===== config.mk =====
export PLATFORM = sky130hd
export DESIGN_NAME = fp16_align_stage
export DESIGN_NICKNAME = d
export VERILOG_FILES = /design/src/rtl/fp16_align_stage.sv
export SDC_FILE = /design/constraint.sdc
export NUM_CORES = 1
export LEC_CHECK = 0
export CAP_MARGIN = 20
export CORE_MARGIN = 10
export CORE_UTILIZATION = 51
export DETAILED_ROUTE_END_ITERATION = 8
export PLACE_DENSITY = 0.81
export SYNTH_ARGS = -nofsm -noshare
export SYNTH_HDL_FRONTEND = slang
export SYNTH_SLANG_ARGS = --single-unit

===== constraint.sdc =====
create_clock -name clk -period 3 [get_ports clk]
set_input_delay 0.6 -clock clk [delete_from_list [all_inputs] [get_ports clk]]
set_output_delay 0.6 -clock clk [all_outputs]
set_load 0.005 [all_outputs]

===== src/rtl/fp16_align_stage.sv =====
// fp16_align_stage: FP16 adder operand unpack, magnitude order/swap and exponent-difference stage.
// Ports: clk/rst_n (async active-low); in_valid/in_ready/in_a/in_b operand pair handshake;
// out_valid/out_ready result handshake; out_sign_big, out_eff_sub, out_exp, out_mant_big,
// out_mant_small, out_shift, out_nan, out_inf, out_sticky feed the mantissa right shifter.
// Optional macro FP16_ALIGN_STICKY_EN enables sticky computation; otherwise out_sticky is 0.
module fp16_align_stage #(
  parameter int PIPE_STAGES = 2
) (
  input  logic        clk,
  input  logic        rst_n,
  input  logic        in_valid,
  output logic        in_ready,
  input  logic [15:0] in_a,
  input  logic [15:0] in_b,
  output logic        out_valid,
  input  logic        out_ready,
  output logic        out_sign_big,
  output logic        out_eff_sub,
  output logic [4:0]  out_exp,
  output logic [10:0] out_mant_big,
  output logic [10:0] out_mant_small,
  output logic [3:0]  out_shift,
  output logic        out_nan,
  output logic        out_inf,
  output logic        out_sticky
);
  if (PIPE_STAGES != 2) begin : g_bad_depth
    $error("fp16_align_stage: PIPE_STAGES must be 2");
  end
  logic        s1_valid, s1_sa, s1_sb, s1_abig, s1_nan, s1_inf;
  logic [4:0]  s1_ea, s1_eb;
  logic [10:0] s1_ma, s1_mb;
  logic        s2_adv, s1_adv;
  logic        a_inf, b_inf, a_nan, b_nan, nan0, inf0;
  logic [4:0]  a_exp, b_exp, e_big, e_small, e_diff;
  logic [10:0] m_small;
  logic [3:0]  shift;
  assign s2_adv   = !out_valid || out_ready;
  assign s1_adv   = s1_valid && s2_adv;
  assign in_ready = !s1_valid || s2_adv;
  // Subnormals and zero share effective exponent 1 with no hidden bit.
  assign a_exp = (in_a[14:10] == 5'd0) ? 5'd1 : in_a[14:10];
  assign b_exp = (in_b[14:10] == 5'd0) ? 5'd1 : in_b[14:10];
  assign a_inf = (&in_a[14:10]) && !(|in_a[9:0]);
  assign b_inf = (&in_b[14:10]) && !(|in_b[9:0]);
  assign a_nan = (&in_a[14:10]) && (|in_a[9:0]);
  assign b_nan = (&in_b[14:10]) && (|in_b[9:0]);
  assign nan0  = a_nan || b_nan || (a_inf && b_inf && (in_a[15] ^ in_b[15]));
  assign inf0  = !nan0 && (a_inf || b_inf);
  always_ff @(posedge clk or negedge rst_n) begin
    if (!rst_n) begin
      s1_valid <= 1'b0;
      {s1_sa, s1_sb, s1_abig, s1_nan, s1_inf} <= '0;
      {s1_ea, s1_eb, s1_ma, s1_mb} <= '0;
    end else begin
      if (in_ready) s1_valid <= in_valid;
      if (in_valid && in_ready) begin
        s1_sa   <= in_a[15];
        s1_sb   <= in_b[15];
        s1_ea   <= a_exp;
        s1_eb   <= b_exp;
        s1_ma   <= {|in_a[14:10], in_a[9:0]};
        s1_mb   <= {|in_b[14:10], in_b[9:0]};
        s1_abig <= in_a[14:0] >= in_b[14:0];
        s1_nan  <= nan0;
        s1_inf  <= inf0;
      end
    end
  end
  // Magnitude order implies exponent order, so the difference never wraps.
  assign e_big   = s1_abig ? s1_ea : s1_eb;
  assign e_small = s1_abig ? s1_eb : s1_ea;
  assign e_diff  = e_big - e_small;
  assign shift   = e_diff[4] ? 4'hf : e_diff[3:0];
  assign m_small = s1_abig ? s1_mb : s1_ma;
  always_ff @(posedge clk or negedge rst_n) begin
    if (!rst_n) begin
      out_valid <= 1'b0;
      {out_sign_big, out_eff_sub, out_nan, out_inf} <= '0;
      {out_exp, out_mant_big, out_mant_small, out_shift} <= '0;
    end else begin
      if (s2_adv) out_valid <= s1_valid;
      if (s1_adv) begin
        out_sign_big   <= s1_abig ? s1_sa : s1_sb;
        out_eff_sub    <= s1_sa ^ s1_sb;
        out_exp        <= e_big;
        out_mant_big   <= s1_abig ? s1_ma : s1_mb;
        out_mant_small <= m_small;
        out_shift      <= shift;
        out_nan        <= s1_nan;
        out_inf        <= s1_inf;
      end
    end
  end
`ifdef FP16_ALIGN_STICKY_EN
  // Shifting the all-ones mask by >= 11 empties it, so the OR covers all 11 bits.
  always_ff @(posedge clk or negedge rst_n) begin
    if (!rst_n) out_sticky <= 1'b0;
    else if (s1_adv) out_sticky <= |(m_small & ~(11'h7ff << shift));
  end
`else
  assign out_sticky = 1'b0;
`endif
endmodule


# Yosys cells after proc, flatten, opt, wreduce, memory -nomap -nowiden

Index checks and enable logic that the tools add are counted.

$add $sub $neg: 1
Bitwise operators: 2
Order comparisons: 1
Muxes and demuxes: 8
Reduce and logical (&&, ||, !) cells: 27

Operator list:

| cell                | count |
|---|---|
| $mux W11            | 2 |
| $mux W5             | 4 |
| $reduce_or A10 Y1   | 2 |
| $ge A15 B15 Y1      | 1 |
| $logic_not A5 Y1    | 2 |
| $reduce_and A5 Y1   | 2 |
| $reduce_or A5 Y1    | 2 |
| $logic_and A1 B1 Y1 | 9 |
| $logic_not A1 Y1    | 5 |
| $logic_or A1 B1 Y1  | 5 |
| $sub A5 B5 Y5       | 1 |
| $mux W4             | 1 |
| $xor A1 B1 Y1       | 2 |
| $mux W1             | 1 |

Word-level logic and storage cells: 58
Register bits: 74
Bits of input ports: 36
Output and inout bits: 38

# Depth between registers and ports, before layout

Gate-level depths: netlist (run 1).

Word-level depth: 8
Depth in mapped cells: 11
Mapped depth without buffers: 9

# Worst setup path after synthesis (run 1)

Ideal clock, no wire load.

Path kind: register to register
From: register s1_abig
To: register out_shift[0]
Slack: 0.770 ns
Path buffers: 2
Stages on the path, launching flop included: 12
Required time: 2.875 ns
Setup time: 0.125 ns
Arrival: 2.105 ns
Clock period less this slack: 2.230 ns
Path through: dfrtp_1 buf_2 buf_4 mux2i_1 ha_1 inv_1 fa_1 a21o_1 a21oi_1 xnor2_1 nor2_1 a21oi_1

Longest elaborated chain between the ends: 3
Elaborated cells between the ends (all ways): 4
Classes of those cells: add/sub: 1; mux: 3

RTL lines:

| what                       | RTL line | source |
|---|---|---|
| start: declaration         | 30       | `logic s1_valid, s1_sa, s1_sb, s1_abig, s1_nan, s1_inf;` |
| start signal: assignment   | 64       | `s1_abig <= in_a[14:0] >= in_b[14:0];` |
| $mux W5 (on tied branches) | 71, 72   |  |
| $sub A5 B5 Y5 *            | 73       | `assign e_diff = e_big - e_small;` |
| $mux W4 *                  | 74       | `assign shift = e_diff[4] ? 4'hf : e_diff[3:0];` |
| end signal: assignment     | 89       | `out_shift <= shift;` |
| end: declaration           | 22       | `output logic [3:0] out_shift,` |

Mark *: on every way between the ends. The rest lies on a longest branch, timed or not.
A chain may end at the register's enable or synchronous reset.

# Worst setup path after layout (run 1)

Ends and elaborated chain as after synthesis.

==> results of run 1 <==
-- layer usage --
metal	GRT usage	up-vias	routed length [µm]
li1	-	1415	-
met1	0.216	1344	4030
met2	0.235	83	3960
met3	0.0491	7	549
met4	0.0451	0	85
met5	0	-	0
-- state kept, by name, indices dropped and copies added, names as in the netlist, 4 cells and up --
name,count
s1_ma,11
out_exp,5
out_mant_small,11
out_shift,4
out_mant_big,11
s1_eb,5
s1_mb,11
s1_ea,5
-- stage by stage --
step | power [mW] | hold slack [ns]
after floorplan | 1.77 | 0.304
after global routing | 3.19 | 0.505
final | 3.01 | 0.469
after global placement | 2.21 | 0.461
after CTS | 3.03 | 0.484
after detailed placement | 2.24 | 0.466
-- worst max-delay path by stage --
stage                               to  startpoint  slack, ns
after detailed placement  out_shift[0]     s1_abig       0.54
final                     out_shift[0]     s1_abig       0.56
after global routing      out_shift[3]     s1_abig       0.40
after CTS                 out_shift[0]     s1_abig       0.57
after floorplan           out_shift[0]     s1_abig       0.77
after global placement    out_shift[0]     s1_abig       0.66
-- synthesized netlist by cell type, drive strengths merged --
library cell,n,area [µm²]
a211o,2,17.5
a211oi,1,7.51
a21o,3,22.5
a21oi,10,50.1
a31oi,2,12.5
and2,2,12.5
and3,1,6.26
buf,15,85.1
clkbuf,4,15.0
conb,1,3.75
dfrtp,74,1850
fa,1,20.0
ha,19,238
inv,16,60.1
mux2,7,78.8
mux2i,28,280
nand2,102,383
nand2b,5,31.3
nand3,4,25.0
nand3b,1,7.51
nand4,5,31.3
nor2,12,45.0
nor2b,1,6.26
nor3,3,15.0
nor4,4,37.5
o2111ai,1,8.76
o21a,1,7.51
o21ai,44,220
o22a,2,17.5
or4,1,7.51
xnor2,5,43.8
xor2,1,8.76
-- logic make-up after synthesis --
group                      synth area share
muxes                                0.0982
adders and majority gates            0.0705
buffers and inverters                0.0438
AOI/OAI and AO/OA                    0.0996
and+or+nand+nor                       0.166
DFF                                   0.506
other                               0.00103
xor gates and xnor gates             0.0144
-- layout make-up --
class                      count  area share
multi-input combinational    269       0.354
timing repair buffer          79       0.165
sequential                    74       0.398
clock inverter                 4      0.0108
tap                           96      0.0258
clock buffer                  12      0.0334
inverter                      16      0.0129
-- worst register-to-register path, cell delays in order, from the launching register on --
cell and delay (ns):
dfrtp_1 0.67, mux2i_1 0.29, ha_1 0.17, inv_1 0.06
fa_1 0.40, a21o_1 0.19, a21oi_1 0.17, xnor2_1 0.15
nor2_1 0.09, a21oi_1 0.17
-- cell usage in the layout, fill, tap and decap left out, drive strengths merged, types with 7 or more instances in the layout --
master and count:
nor2 12, clkdlybuf4s50 71, clkbuf 12, mux2i 28
buf 8, inv 16, a21oi 10, nand2 102
o21ai 44, dfrtp 74, mux2 7, ha 19
-- report_power, final --
part | switching [mW] | internal (mW)
clock | 0.367 | 0.429
combinational | 0.387 | 0.495
sequential | 0.132 | 1.20
total | 0.887 | 2.12
==> impl_metrics.csv, run 1 <==
group,metric,value,unit
place,place_ws,0.542,ns
die,core-area,6870,µm²
grt,overflow,0,
setup_path,critPathCaptureType,"flop",
place,dp_hpwl,6.60,mm
grt,grt_max_degree,75,
final_layout,num_antenna_cells,0,
synth,synthesis.area,3660,µm²
timing,max_freq,0.410,GHz
setup_path,arrival,2.71,ns
timing,drv_slew,0,
setup_path,slowest_delay,0.67,ns
grt,antenna_found_initial,0,
clock_network,clock_latency,0.35,ns
route,dr.pass1.iters,5,
timing,fin_setup_tns,0,ns
final_layout,area_growth,27.2,%
power_and_ir_drop,p_per_area,646,nW/µm²
timing,slew_headroom,0.390,
job,drv_cap,0,
final_layout,drive_above_1_share,0.0727,
synth,synthesis.nets,434,
clock_network,cts_hold_buf,0,
setup_path,slowest_stage,"dfrtp_1",
die,start_util,0.532,
place,numPortBuffers,72,
setup_path,reg2reg_slack,0.56,ns
setup_path,path_depth,9,
final_layout,stdcell_count,550,
clock_network,clkSinkCount,74,
setup_path,timing.rr.end,"out_shift[0]",
timing,setup_violations,0,
timing,worst-slew-pin-transition,0.916,ns
setup_path,critical_path_class,"reg2reg",
synth,yosysUniqueCellTypes,36,
synth,syn_area_per_cell,9.68,µm²
power_and_ir_drop,peakVddDrop,0.319,mV
route,postRouteAntennaNets,0,
grt,grt_usage,0.158,
clock_network,postCtsSetupBuffers,0,
power_and_ir_drop,p_leak,2.20,nW
route,drtIter0Drc,135,
final_layout,multi_input_area,1650,µm²
timing,post-route-period-util,0.813,
die,die-height,105,µm
clock_network,cts.repair.resized,0,
route,dr_total_vias,2849,
place,placed_cell_area,4450,µm²
place,place_inst,534,
grt,grt_pass1_wl,14.3,mm
setup_path,worstPathCellList,"mux2i_1 -> ha_1 -> inv_1 -> fa_1 -> a21o_1 -> a21oi_1 -> xnor2_1 -> nor2_1 -> a21oi_1",
setup_path,critPathRequiredTime,3.27,ns
synth,yosysWarningCount,0,
setup_path,crit_buf_inv,1,
die,dieArea,11000,µm²
route,wl_per_cell,15.7,µm
setup_path,setup.worst_path.start_class,"flop",
clock_network,cts_buffer_depth,2,
die,num_rows,30,
clock_network,clockRootBuffer,"clkbuf_8",
final_layout,seqCellArea,1850,µm²
timing,finClkSkew,0.00750,ns
timing,hold_violations,0,
grt,grt_pass1_vias,2838,
synth,ys_seq_elements,74,
hold_path,min_path_type,"in2async",
timing,fin_ws,0.561,ns
setup_path,critPathTopFamily,"flip-flops",
clock_network,cts_max_level,3,
setup_path,critPathMaxFanout,12,
setup_path,r2r_start,"s1_abig",
place,gp_congestion,0.888,
final_layout,fill_cells,563,
outcome,status,"completed",
route,drcViolationCount,0,
timing,fin_crit,2.44,ns
final_layout,final_util,0.677,
route,vias_per_cell,5.18,
timing,rsz0062_at_grt,"no",
synth,syn_inst,378,
setup_path,cp_common_cell,"a21oi_1",
clock_network,path_clk_slew,0.08,ns
final_layout,design.final.nets,505,
route,routed_wl,8.62,mm
die,ioPinCount,74,
die,dieWidth,105,µm
synth,seq_area_frac_synth,0.506,
final_layout,design_area,4650,µm²
clock_network,cts_buffers,9,
clock_network,cts_tree,"yes",
setup_path,reg2regPathDepth,9,
No activity file was read; power rests on OpenSTA's default activity.
==> run 2, diff against run 1 <==
clock period = 2.4 ns   (was 3 ns; I/O delays follow)
==> run 2 against run 1 <==
  * Wire length is 0.31% lower
  * Final cell count unchanged
  * Utilization shrank 0.13 points
  * Highest routed layer unchanged
  * Via count up 0.81%
  * Cell area down 0.19%
  * Power rose by 21%
  * Clock power up 6.9%
  * Critical endpoint is now out_shift[3]
  * Clock-buffer cell count decreased by 1
  * Setup slack lost 0.38 ns
  * Largest cell class unchanged
  * Register-to-register slack lost 0.38 ns
  * Sequential share of layout area rose by 0.075 points
  * Critical path type unchanged
==> impl_metrics.csv, run 2 (synthesis results as in run 1) <==
group,metric,value,unit
outcome,status,"completed",
timing,fin_ws,0.180,ns
route,postRouteAntennaNets,0,
grt,antenna_found_initial,0,
die,core-area,6870,µm²
clock_network,path_clk_slew,0.08,ns
power_and_ir_drop,power.total,3.63,mW
final_layout,multi_input_area,1650,µm²
setup_path,arrival,2.45,ns
clock_network,cts_hold_buf,0,
route,wl_per_cell,15.6,µm
hold_path,min_path_type,"in2async",
setup_path,r2r_start,"s1_abig",
clock_network,cts_buffers,9,
clock_network,cts_buffer_depth,2,
setup_path,critPathCaptureType,"flop",
power_and_ir_drop,peakVddDrop,0.401,mV
die,num_rows,30,
setup_path,setup.worst_path.start,"s1_abig",
timing,max_freq,0.450,GHz
place,dp_hpwl,6.60,mm
final_layout,design.final.nets,505,
setup_path,cp-endpoint,"out_shift[3]",
clock_network,clockRootBuffer,"clkbuf_8",
die,dieWidth,105,µm
route,dr.pass1.iters,4,
place,numPortBuffers,72,
timing,hold_violations,0,
final_layout,seqCellArea,1850,µm²
setup_path,reg2regPathDepth,9,
timing,fin_crit,2.22,ns
timing,post-route-period-util,0.925,
grt,grt_pass1_wl,14.3,mm
final_layout,num_antenna_cells,0,
clock_network,cts_max_level,3,
clock_network,cts_tree,"yes",
final_layout,final_common_cell,"nand2_1",
die,dieArea,11000,µm²
timing,rsz0062_at_grt,"no",
power_and_ir_drop,p_leak,2.19,nW
final_layout,area_growth,26.9,%
final_layout,final_cell_mix,"nand2_1 (102), dfrtp_1 (74), clkdlybuf4s50_1 (71)",
clock_network,clock_latency,0.35,ns
setup_path,critPathRequiredTime,2.63,ns
setup_path,critPathMaxFanout,5,
power_and_ir_drop,p_per_area,781,nW/µm²
final_layout,stdcell_count,550,
timing,finClkSkew,0.00523,ns
place,place_ws,0.189,ns
grt,grt_pass1_vias,2930,
grt,grt_max_degree,75,
clock_network,cts.repair.resized,0,
route,drcViolationCount,0,
final_layout,drive_above_1_share,0.0727,
timing,setup_violations,0,
timing,drv_slew,0,
setup_path,timing.rr.end,"out_shift[3]",
setup_path,critical_path_class,"reg2reg",
die,die-height,105,µm
setup_path,setup.worst_path.start_class,"flop",
setup_path,reg2reg_slack,0.18,ns
clock_network,postCtsSetupBuffers,0,
timing,fin_setup_tns,0,ns
route,drtIter0Drc,182,
grt,grt_usage,0.161,
route,dr_total_vias,2872,
die,start_util,0.532,
place,gp_congestion,0.870,
job,drv_cap,0,
final_layout,fill_cells,532,
clock_network,clkSinkCount,74,
die,ioPinCount,74,
grt,overflow,0,
route,vias_per_cell,5.22,
route,routed_wl,8.59,mm
place,place_inst,534,
[run 2: cell types whose count changed in the layout (fill, tap and decap cells not counted)]
cell,change
bufinv_16,-1
buf_4,-2
buf_12,+2
clkbuf_8,-1
clkinv_2,+2
[run 2: worst min-delay path by stage]
stage,from,to,slack (ns)
global route,rst_n,s1_mb[3],0.16
finish,rst_n,s1_ma[3],0.13
CTS,rst_n,s1_ma[3],0.15
floorplan,rst_n,out_eff_sub,0.18
detailed placement,out_mant_big[9],out_mant_big[9],0.47
global placement,out_nan,out_nan,0.46
[run 2: critical path: stages, from the launching register on]
cell and delay (ns):
dfrtp_1 0.46, mux2i_1 0.26, ha_1 0.17, inv_1 0.06, fa_1 0.41, a21o_1 0.20
a21oi_1 0.17, xnor2_1 0.12, nor2_1 0.17, a21oi_1 0.09
[run 2: report_power, final]
part           leakage (nW)  total [mW]  internal [mW]  switching, mW
clock network        0.0851       0.851          0.398          0.453
registers             0.899        1.65           1.49          0.156
logic                  1.21        1.12          0.627          0.497
total                  2.19        3.63           2.52           1.11
[run 2: area by class of cell]
class,count,share of cell area
Clock inverter,5,0.00647
Tap cell,96,0.0259
Multi-Input combinational cell,269,0.354
Sequential cell,74,0.399
Clock buffer,11,0.0305
Timing Repair Buffer,79,0.171
Inverter,16,0.0129
[run 2: routing by layer]
metal / track usage / share of wire / up-vias
li1: - / - / 1410
met1: 0.200 / 0.46 / 1371
met2: 0.248 / 0.45 / 75
met3: 0.0565 / 0.063 / 16
met4: 0.0725 / 0.022 / 0
met5: 0 / 0 / -
[run 2: through the flow]
stage | utilization | hold slack, ns | cell area (µm²)
finish | 0.676 | 0.134 | 4640
detailed placement | 0.651 | 0.470 | 4470
CTS | 0.676 | 0.151 | 4640
global route | 0.676 | 0.160 | 4640
global placement | 0.651 | 0.461 | 4470
floorplan | - | 0.184 | 3660
==> run 3, diff against run 2 <==
CORE_UTILIZATION = 55   (was 51)
DONT_BUFFER_PORTS = 1   (was unset)
PLACE_DENSITY = 0.72   (was 0.81)
==> run 3 against run 2 <==
  * The run now ends with negative hold slack left
  * Clock skew rose by 0.00058 ns
  * Maximum frequency rose by 0.85%
  * Non-clock buffer count fell by 70
  * Sequential power rose by 4%
  * Power down 8.0%
  * Utilization decreased by 6.2 points
  * Die area shrank 5.9%
  * Setup slack better by 0.019 ns
  * Clock-buffer cell count fell by 1
  * Hold slack got worse by 0.14 ns
  * Via count is 9.5% lower
==> impl_metrics.csv, run 3 (synthesis results as in run 1) <==
group,metric,value,unit
timing,max_freq,0.454,GHz
timing,worst-slew-pin-transition,0.598,ns
timing,setup_violations,0,
setup_path,arrival,2.43,ns
outcome,failed_checks,"negative hold slack",
route,highest_layer,"met4",
timing,fin_ws,0.198,ns
clock_network,cts_tree,"yes",
timing,fin_crit,2.20,ns
route,dr.pass1.iters,4,
place,place_ws,0.158,ns
route,drtIter0Drc,92,
timing,post-route-period-util,0.917,
timing,holdWs,-0.00295,ns
grt,grt_usage,0.168,
setup_path,critPathMaxFanout,6,
die,dieArea,10300,µm²
setup_path,critical_path_class,"reg2reg",
setup_path,critPathRequiredTime,2.63,ns
clock_network,cts_buffers,9,
timing,rsz0062_at_grt,"no",
job,drv_cap,0,
place,dp_hpwl,6.34,mm
hold_path,min_path_type,"in2async",
die,ioPinCount,74,
route,wl_per_cell,17.8,µm
outcome,status,"finished, violations left",
route,vias_per_cell,5.65,
clock_network,cts_max_level,3,
final_layout,multi_input_area,1650,µm²
final_layout,design.final.nets,435,
final_layout,final_cell_mix,"nand2_1 (102), dfrtp_1 (73), o21ai_0 (42)",
power_and_ir_drop,p_leak,1.93,nW
final_layout,stdcell_count,460,
die,start_util,0.569,
final_layout,num_antenna_cells,0,
grt,grt_pass1_vias,2569,
die,dieWidth,102,µm
timing,fin_setup_tns,0,ns
setup_path,critPathCaptureType,"flop",
grt,grt_max_degree,75,
route,routed_wl,8.19,mm
final_layout,seqCellArea,1850,µm²
place,place_inst,444,
clock_network,clockRootBuffer,"clkbuf_8",
clock_network,clock_latency,0.34,ns
die,die-height,102,µm
final_layout,final_util,0.613,
final_layout,final_common_cell,"nand2_1",
power_and_ir_drop,p_per_area,847,nW/µm²
clock_network,clkSinkCount,74,
route,met1_length,3.60,mm
route,drcViolationCount,0,
clock_network,path_clk_slew,0.08,ns
route,wl_met3,1.07,mm
place,numPortBuffers,0,
power_and_ir_drop,peakVddDrop,0.548,mV
final_layout,fill_cells,576,
setup_path,reg2regPathDepth,9,
timing,slew_headroom,0.600,
clock_network,cts_buffer_depth,2,
route,met2_length,3.37,mm
setup_path,setup.worst_path.start_class,"flop",
route,dr_total_vias,2598,
grt,antenna_found_initial,0,
grt,overflow,0,
timing,finClkSkew,0.00581,ns
grt,grt_pass1_wl,13.4,mm
route,postRouteAntennaNets,0,
place,placed_cell_area,3710,µm²
final_layout,drive_above_1_share,0.0940,
die,num_rows,29,
place,gp_congestion,0.891,
die,core-area,6420,µm²
final_layout,design_area,3940,µm²
timing,hold_violations,1,
final_layout,area_growth,7.70,%
timing,drv_slew,0,
==> run 3: critical path, cell delays in order, from the launching register on <==
cell and delay, ns:
dfrtp_2 0.44, mux2i_2 0.25, ha_1 0.17, inv_1 0.06, fa_1 0.39, a21o_1 0.19, a21oi_1 0.20, xnor2_1 0.11
nor2_1 0.17, a21oi_1 0.09
==> run 3: power by group <==
| group | internal (mW) | switching [mW] |
|---|---|---|
| Sequential | 1.50 | 0.216 |
| Clock | 0.499 | 0.449 |
| Combinational | 0.308 | 0.365 |
| Total | 2.30 | 1.03 |
==> run 3: path summary, 6_finish.rpt <==
check                          from              end  slack [ns]
hold reg to reg            s1_ea[2]         s1_ea[2]        0.51
hold / removal                rst_n  out_mant_big[4]      -0.003
setup reg to reg            s1_abig     out_shift[0]        0.20
min in group clk           in_a[11]         s1_ea[1]        0.24
setup / recovery            s1_abig     out_shift[0]        0.20
max in group asynchronous     rst_n          s1_abig        2.08
==> run 3: area by class of cell <==
type | instances | share of cell area
clock buffers | 10 | 0.0349
clock inverters | 5 | 0.0140
inverters | 16 | 0.0152
multi-input cells | 269 | 0.419
flip-flops and latches | 74 | 0.470
well taps | 77 | 0.0245
repair buffers | 9 | 0.0222
==> run 3: timing repair <==
| item | 4_1_cts | 5_1_grt |
|---|---|---|
| hold buffers | 1 | 0 |
| endpoints found under the setup margin | 0 | 3 |
| gates resized for setup | 0 | 2 |
| hold endpoints to repair | 74 | 0 |
| buffers inserted | 0 | 0 |
==> run 3: routing by layer <==
metal / up-vias / global-route usage
met5: - / 0
met2: 95 / 0.227
li1: 1276 / -
met3: 12 / 0.0899
met1: 1215 / 0.222
met4: 0 / 0.0616
==> run 3: through the flow <==
| step | hold slack (ns) | total power [mW] |
|---|---|---|
| 3_5_place_dp | 0.187 | 2.39 |
| 5_1_grt | 0.0240 | 3.56 |
| 2_1_floorplan | 0.184 | 2.21 |
| 3_3_place_gp | 0.187 | 2.36 |
| 4_1_cts | 0.0259 | 3.37 |
| 6_report | -0.00295 | 3.33 |
